**config.mk**
```make
export PLATFORM = sky130hd
export DESIGN_NAME = if_fetch_unit
export DESIGN_NICKNAME = d
export VERILOG_FILES = /design/src/rtl/if_fetch_unit.sv
export SDC_FILE = /design/constraint.sdc
export NUM_CORES = 1
export LEC_CHECK = 0
export BUFFER_PORTS_ARGS = -buffer_cell sky130_fd_sc_hd__buf_2
export CAP_MARGIN = 20
export CORE_MARGIN = 1.5
export CORE_UTILIZATION = 25
export CTS_CLUSTER_SIZE = 40
export DETAILED_ROUTE_END_ITERATION = 8
export PLACE_DENSITY_LB_ADDON = 0.25
export SYNTH_ARGS = -nofsm -noshare
export SYNTH_HDL_FRONTEND = slang
export SYNTH_SLANG_ARGS = --single-unit
```
**constraint.sdc**
```tcl
create_clock -name clk -period 4 [get_ports clk]
set_input_delay 0.6 -clock clk [delete_from_list [all_inputs] [get_ports clk]]
set_output_delay 0.6 -clock clk [all_outputs]
set_load 0.005 [all_outputs]
```
**src/rtl/if_fetch_unit.sv**
```systemverilog
// Instruction-fetch bus master: one-entry 64-bit fetch buffer in front of
// the IF stage, refilled through a single-outstanding AXI4 read channel.
module if_fetch_unit #(
    parameter int          ADDR_W    = 32,
    parameter logic [31:0] RESET_NOP = 32'h0000_0013
) (
    input  logic              clk,
    input  logic              rst,
    input  logic [63:0]       pcF,
    input  logic              pcEnable,
    input  logic              fence_i,
    output logic [31:0]       instF,
    output logic              inst_fault,
    output logic              fetch_stall,
    output logic              ar_valid,
    input  logic              ar_ready,
    output logic [ADDR_W-1:0] ar_addr,
    output logic [7:0]        ar_len,
    output logic [2:0]        ar_size,
    output logic [1:0]        ar_burst,
    input  logic              r_valid,
    output logic              r_ready,
    input  logic [63:0]       r_data,
    input  logic [1:0]        r_resp,
    input  logic              r_last
);

    typedef enum logic [1:0] {
        IDLE,
        ADDR,
        DATA
    } state_t;

    state_t            state;
    state_t            state_nxt;
    logic              buf_valid;
    logic              buf_fault;
    logic [ADDR_W-4:0] buf_tag;
    logic [63:0]       buf_data;
    logic              discard;
    logic              hit;
    logic              fill;
    logic              unused_bits;

    assign ar_len   = 8'd0;
    assign ar_size  = 3'b011;
    assign ar_burst = 2'b01;

    assign unused_bits = ^{pcF[63:ADDR_W], pcF[1:0]};

    assign hit         = buf_valid && (buf_tag == pcF[ADDR_W-1:3]);
    assign fill        = (state == DATA) && r_valid && r_last;
    assign fetch_stall = pcEnable && !hit;
    assign inst_fault  = hit && buf_fault;
    assign instF       = (hit && !buf_fault) ? (pcF[2] ? buf_data[63:32] : buf_data[31:0])
                                             : RESET_NOP;

    // State register; async reset drops ar_valid/r_ready immediately since
    // both are decoded from the state.
    always_ff @(posedge clk or negedge rst) begin
        if (!rst) state <= IDLE;
        else      state <= state_nxt;
    end

    // Next-state and bus handshake outputs.
    always_comb begin
        state_nxt = state;
        ar_valid  = 1'b0;
        r_ready   = 1'b0;
        case (state)
            IDLE: if (pcEnable && !hit) state_nxt = ADDR;
            ADDR: begin
                ar_valid = 1'b1;
                if (ar_ready) state_nxt = DATA;
            end
            DATA: begin
                r_ready = 1'b1;
                if (r_valid && r_last) state_nxt = IDLE;
            end
            default: state_nxt = IDLE;
        endcase
    end

    // Request address latch: captured only when IDLE launches a miss, so it
    // stays stable through ADDR regardless of pcF.
    always_ff @(posedge clk or negedge rst) begin
        if (!rst) begin
            ar_addr <= '0;
        end else if (state == IDLE && pcEnable && !hit) begin
            ar_addr <= {pcF[ADDR_W-1:3], 3'b000};
        end
    end

    // Fetch buffer fill and invalidation; a fence coincident with the final
    // beat still writes the data but leaves the entry invalid.
    always_ff @(posedge clk or negedge rst) begin
        if (!rst) begin
            buf_valid <= 1'b0;
            buf_fault <= 1'b0;
            buf_tag   <= '0;
            buf_data  <= '0;
            discard   <= 1'b0;
        end else if (fill) begin
            buf_tag   <= ar_addr[ADDR_W-1:3];
            buf_data  <= r_data;
            buf_fault <= (r_resp != 2'b00);
            buf_valid <= !discard && !fence_i;
            discard   <= 1'b0;
        end else if (fence_i) begin
            buf_valid <= 1'b0;
            if (state == DATA) discard <= 1'b1;
        end
    end

endmodule

```
-- Yosys cells after proc, flatten, opt, wreduce, memory -nomap -nowiden
Cells that the tools add are included.
- divide/modulo/power cells: 0
- reductions and logical operators: 20
- $lt $le $gt $ge: 0
- $add $sub $neg: 0
- multipliers: 0
- equal/unequal tests: 6
- bitwise operators: 0
- shifts and indexed selects: 0
- muxes and demuxes: 13
- operator list (operator ; count):
    32-bit two-way mux ; 2
    29-bit == test ; 1
    1-bit logical AND ; 10
    1-bit two-way mux ; 7
    2-bit two-way mux ; 3
    2-bit case mux with 3 select lines ; 1
    2-bit nonzero test ; 3
    1-bit logical NOT ; 4
    2-bit inequality test (second input constant) ; 2
    3-bit AND reduction ; 1
    2-bit by 1-bit == test with 1-bit output (second input constant) ; 1
    2-bit == test (second input constant) ; 1
    2-bit logical NOT ; 1
    2-bit by 1-bit inequality test with 1-bit output (second input constant) ; 1
    2-bit AND reduction ; 1
- memory bits (writable): 0
- memories kept: 0
- flip-flop bits (word level): 127
- latch bits: 0
- output and inout port bits: 81
- ROM bits: 0

-- Longest topological paths before layout
- depth after elaboration: 6
- mapped depth: 8
- mapped depth without buffers: 6

-- Worst setup path after synthesis
Ideal clock, no wire load.
- path type: input -> output
- start point: in pcF[11]
- end point: out instF[4]
- slack: 0.828 ns
- buffers on the path: 2
- arrival: 2.572 ns
- data required time: 3.400 ns
- stages: 8
- cell sequence: nor2b_1 -> a2111o_1 -> a2111oi_2 -> nand2_1 -> or4_1 -> clkbuf_1 -> buf_6 -> a211o_1
- cells in the longest elaborated chain, start to end: 4
- RTL lines (what ; line ; text):
    from (decl) ; 9 ; input logic [63:0] pcF,
    29-bit == test ; 51 ; assign hit = buf_valid && (buf_tag == pcF[ADDR_W-1:3]);
    1-bit logical AND ; 51 ;
    1-bit logical AND ; 55 ; assign instF = (hit && !buf_fault) ? (pcF[2] ? buf_data[63:32] : buf_data[31:0])
    32-bit two-way mux ; 55 ;
    to (decl) ; 12 ; output logic [31:0] instF,
No other way between the ends.

-- Worst setup path in the final report
- start point: reg buf_tag[27]
- end point: out instF[0]
- cells in the longest elaborated chain, start to end: 4
- RTL lines (what ; line ; text):
    from (decl) ; 38 ; logic [ADDR_W-4:0] buf_tag;
    from (signal assigned) ; 104 ; buf_tag <= ar_addr[ADDR_W-1:3];
    29-bit == test ; 51 ;
    1-bit logical AND ; 51 ;
    1-bit logical AND ; 55 ;
    32-bit two-way mux ; 55 ;
No other way between the ends.

==> qor.csv <==
metric,value,unit
outcome,finished clean,
f_max,276,MHz
peak supply drop,292,uV
antenna-violating nets left,0,
most area-consuming cells after synthesis,"dfrtp_1, nand2_1, mux2_2",
Main synth FF type,dfrtp_1,
die height,155,um
setup TNS,0,ns
CTS root buf,clkbuf_16,
CTS tree,done,
Final GP Congestion,0.708,
skew final,0.0106,ns
clock sink count,127,
FF/Latch Area,3180,um2
CP Launch Type,register,
fillers,2393,
multi-input logic area,2390,um2
CTS buffer count,17,
CP Data Required Time,3.40,ns
Critical Path AT,3.02,ns
Overflow after GRT,0,
"FF+latch count, synth",127,
via count,4570,
Crit. End Element,output pin,
R2R depth,7,
fin nets,928,
DR pass1 iterations,4,
final count of negative-setup-slack endpoints,0,
post-CTS sizing,0,
Die Area,24000,um2
Initial Util,0.255,
routed vias/inst,4.20,
Final period util,0.904,
final total power,0.00524,W
Max transition margin,0.407,
detailed placement HPWL,10700,um
sequential share of the synthesized area,0.551,
Mapped Area,5770,um2
Max-cap violations,0,
number of post-CTS setup repair buffers,0,
area share of the leading cell type in the synthesized netlist,0.551,
Post-synth EDFFs,0,
Hold Fails Final Rpt,0,
# DRC,0,
Core Rows,55,
first-pass GRT wire length,25200,um
PD cells,697,nW/um2
Inst Count DP,1057,
IO Count,218,
PortBufs,167,
largest net degree at the start of global routing,93,
fin util,0.332,
RSZ-0062 raised after global routing,no,
final wirelength,15500,um
Global Route Usage Sum,0.135,
crit path kind,register to output pin,
Iteration-0 DRC Markers,185,
syn_area_per_cell,9.18,um2
core box area,22600,um2
Ant. Diodes,0,
Die X,155,um
hold buffer count at CTS,0,
yosys synthesis warning count,0,
Longest Clk Path Bufs,2,
static leakage,3.96,nW
asr flop ratio synth,1.00,
fin. max-slew vios,0,
initial antenna violation count,1,
area grow syn2layout,30.2,%
crit-path max FO,32,
post-synth cell types,34,
clock-pin slew on the worst setup and hold paths,0.06,ns
Worst Hold Class,primary input to asynchronous set/reset pin,
vias in the first global route,4613,
Yosys top cell by area,dfrtp_1,
share of cells above drive strength 1,0.301,
drt wl/cell,14.2,um
"non-filler cells, final",1089,
cells after synthesis,629,
minimum clock period after layout,3.62,ns
actual slew at the worst max-slew pin,0.889,ns
H-tree levels,4,
later-pin clock latency in the skew report,0.41,ns
## layout by cell type (no fill, tap or decap), types with 2 or more instances in the layout
| master | synthesis | final |
|---|---|---|
| xor2_1 | 3 | 3 |
| bufinv_16 | 0 | 3 |
| o21ai_0 | 6 | 6 |
| mux2i_1 | 29 | 29 |
| inv_6 | 0 | 3 |
| nor2b_1 | 9 | 9 |
| nand4_1 | 7 | 7 |
| nor3_1 | 2 | 2 |
| conb_1 | 2 | 16 |
| dfrtp_1 | 127 | 127 |
| nor2_1 | 33 | 33 |
| a211o_1 | 3 | 3 |
| xnor2_1 | 16 | 16 |
| o22ai_1 | 2 | 2 |
| nand2b_1 | 8 | 8 |
| buf_4 | 16 | 9 |
| mux2_2 | 29 | 29 |
| buf_2 | 3 | 166 |
| clkinvlp_4 | 0 | 3 |
| clkbuf_8 | 0 | 4 |
| inv_1 | 7 | 7 |
| clkbuf_16 | 0 | 17 |
| nand2_1 | 284 | 284 |
## per-layer routing
metal,up-vias,share of wire,GRT usage
met5,-,0.00084,0
met4,2,0.011,0.0426
met1,2178,0.48,0.183
met3,13,0.035,0.0331
met2,85,0.47,0.214
li1,2292,-,-
## flip-flops by register name (all words and copies together) (netlist names)
name       flops
buf_valid      1
discard        1
state          2
ar_addr       29
buf_fault      1
buf_tag       29
buf_data      64
## final timing paths
kind	start	to	slack, ns
setup / recovery	buf_tag[27]$_DFFE_PN0P_	instF[0]	0.38
min in group clk	fence_i	buf_valid$_DFFE_PN0P_	0.36
hold reg to reg	discard$_DFFE_PN0P_	buf_valid$_DFFE_PN0P_	0.45
max in group asynchronous	rst	ar_addr[22]$_DFFE_PN0P_	2.84
setup reg to reg	buf_tag[27]$_DFFE_PN0P_	ar_addr[4]$_DFFE_PN0P_	1.30
hold / removal	rst	ar_addr[6]$_DFFE_PN0P_	0.27
## layout make-up
cell class,count,area share
clock buffer,21,0.0639
clock inverter,11,0.0203
inverter,7,0.00350
multi-input combinational,461,0.318
sequential,127,0.423
tap,285,0.0474
timing repair buffer,177,0.124
## cell families (layout without fill, tap and decap cells)
logic type             Yosys count  after routing  share of synthesized area
AND/OR/NAND/NOR                351            351                      0.243
XOR/XNOR                        19             19                     0.0288
other                            2             16                    0.00130
multiplexers                    58             58                      0.107
flip-flops                     127            127                      0.551
buffers and inverters           55            216                     0.0481
AO/OA/AOI/OAI                   17             17                     0.0217
## cell usage after synthesis, types with 2 or more instances
| cell type | n |
|---|---|
| mux2i_1 | 29 |
| conb_1 | 2 |
| inv_1 | 7 |
| a211o_1 | 3 |
| nand2_1 | 284 |
| o22ai_1 | 2 |
| buf_2 | 3 |
| nor2b_1 | 9 |
| mux2_2 | 29 |
| nor2_1 | 33 |
| buf_1 | 2 |
| dfrtp_1 | 127 |
| xor2_1 | 3 |
| xnor2_1 | 16 |
| nand3_1 | 2 |
| nor3_1 | 2 |
| clkbuf_1 | 26 |
| nand2b_1 | 8 |
| buf_4 | 16 |
| nand4_1 | 7 |
| o21ai_0 | 6 |
## worst max-delay path, cell delays in order, from the launching register on
cell and delay, ns:
dfrtp_1 0.38, nor2b_1 0.13, a2111o_1 0.36, a2111oi_2 0.36
nand2_1 0.16, or4_1 0.59, buf_12 0.21, a211o_1 0.27
buf_2 0.14
## power by group
part	total, W	leakage [nW]	internal [W]	switching, W
sequential	0.00228	1.57	0.00191	0.000369
combinational	0.00131	2.08	0.000659	0.000650
clock	0.00165	0.303	0.00105	0.000600
## metrics by stage
step | setup slack (ns) | instance area (um2) | hold slack, ns
4_1_cts | 0.317 | 7520 | 0.314
3_5_place_dp | 0.386 | 6880 | 0.436
6_report | 0.383 | 7520 | 0.266
3_3_place_gp | 0.389 | 6880 | 0.429
2_1_floorplan | 0.828 | 5820 | 0.304
5_1_grt | 0.247 | 7520 | 0.338
Note: power is estimated with default switching activity, not from simulation.
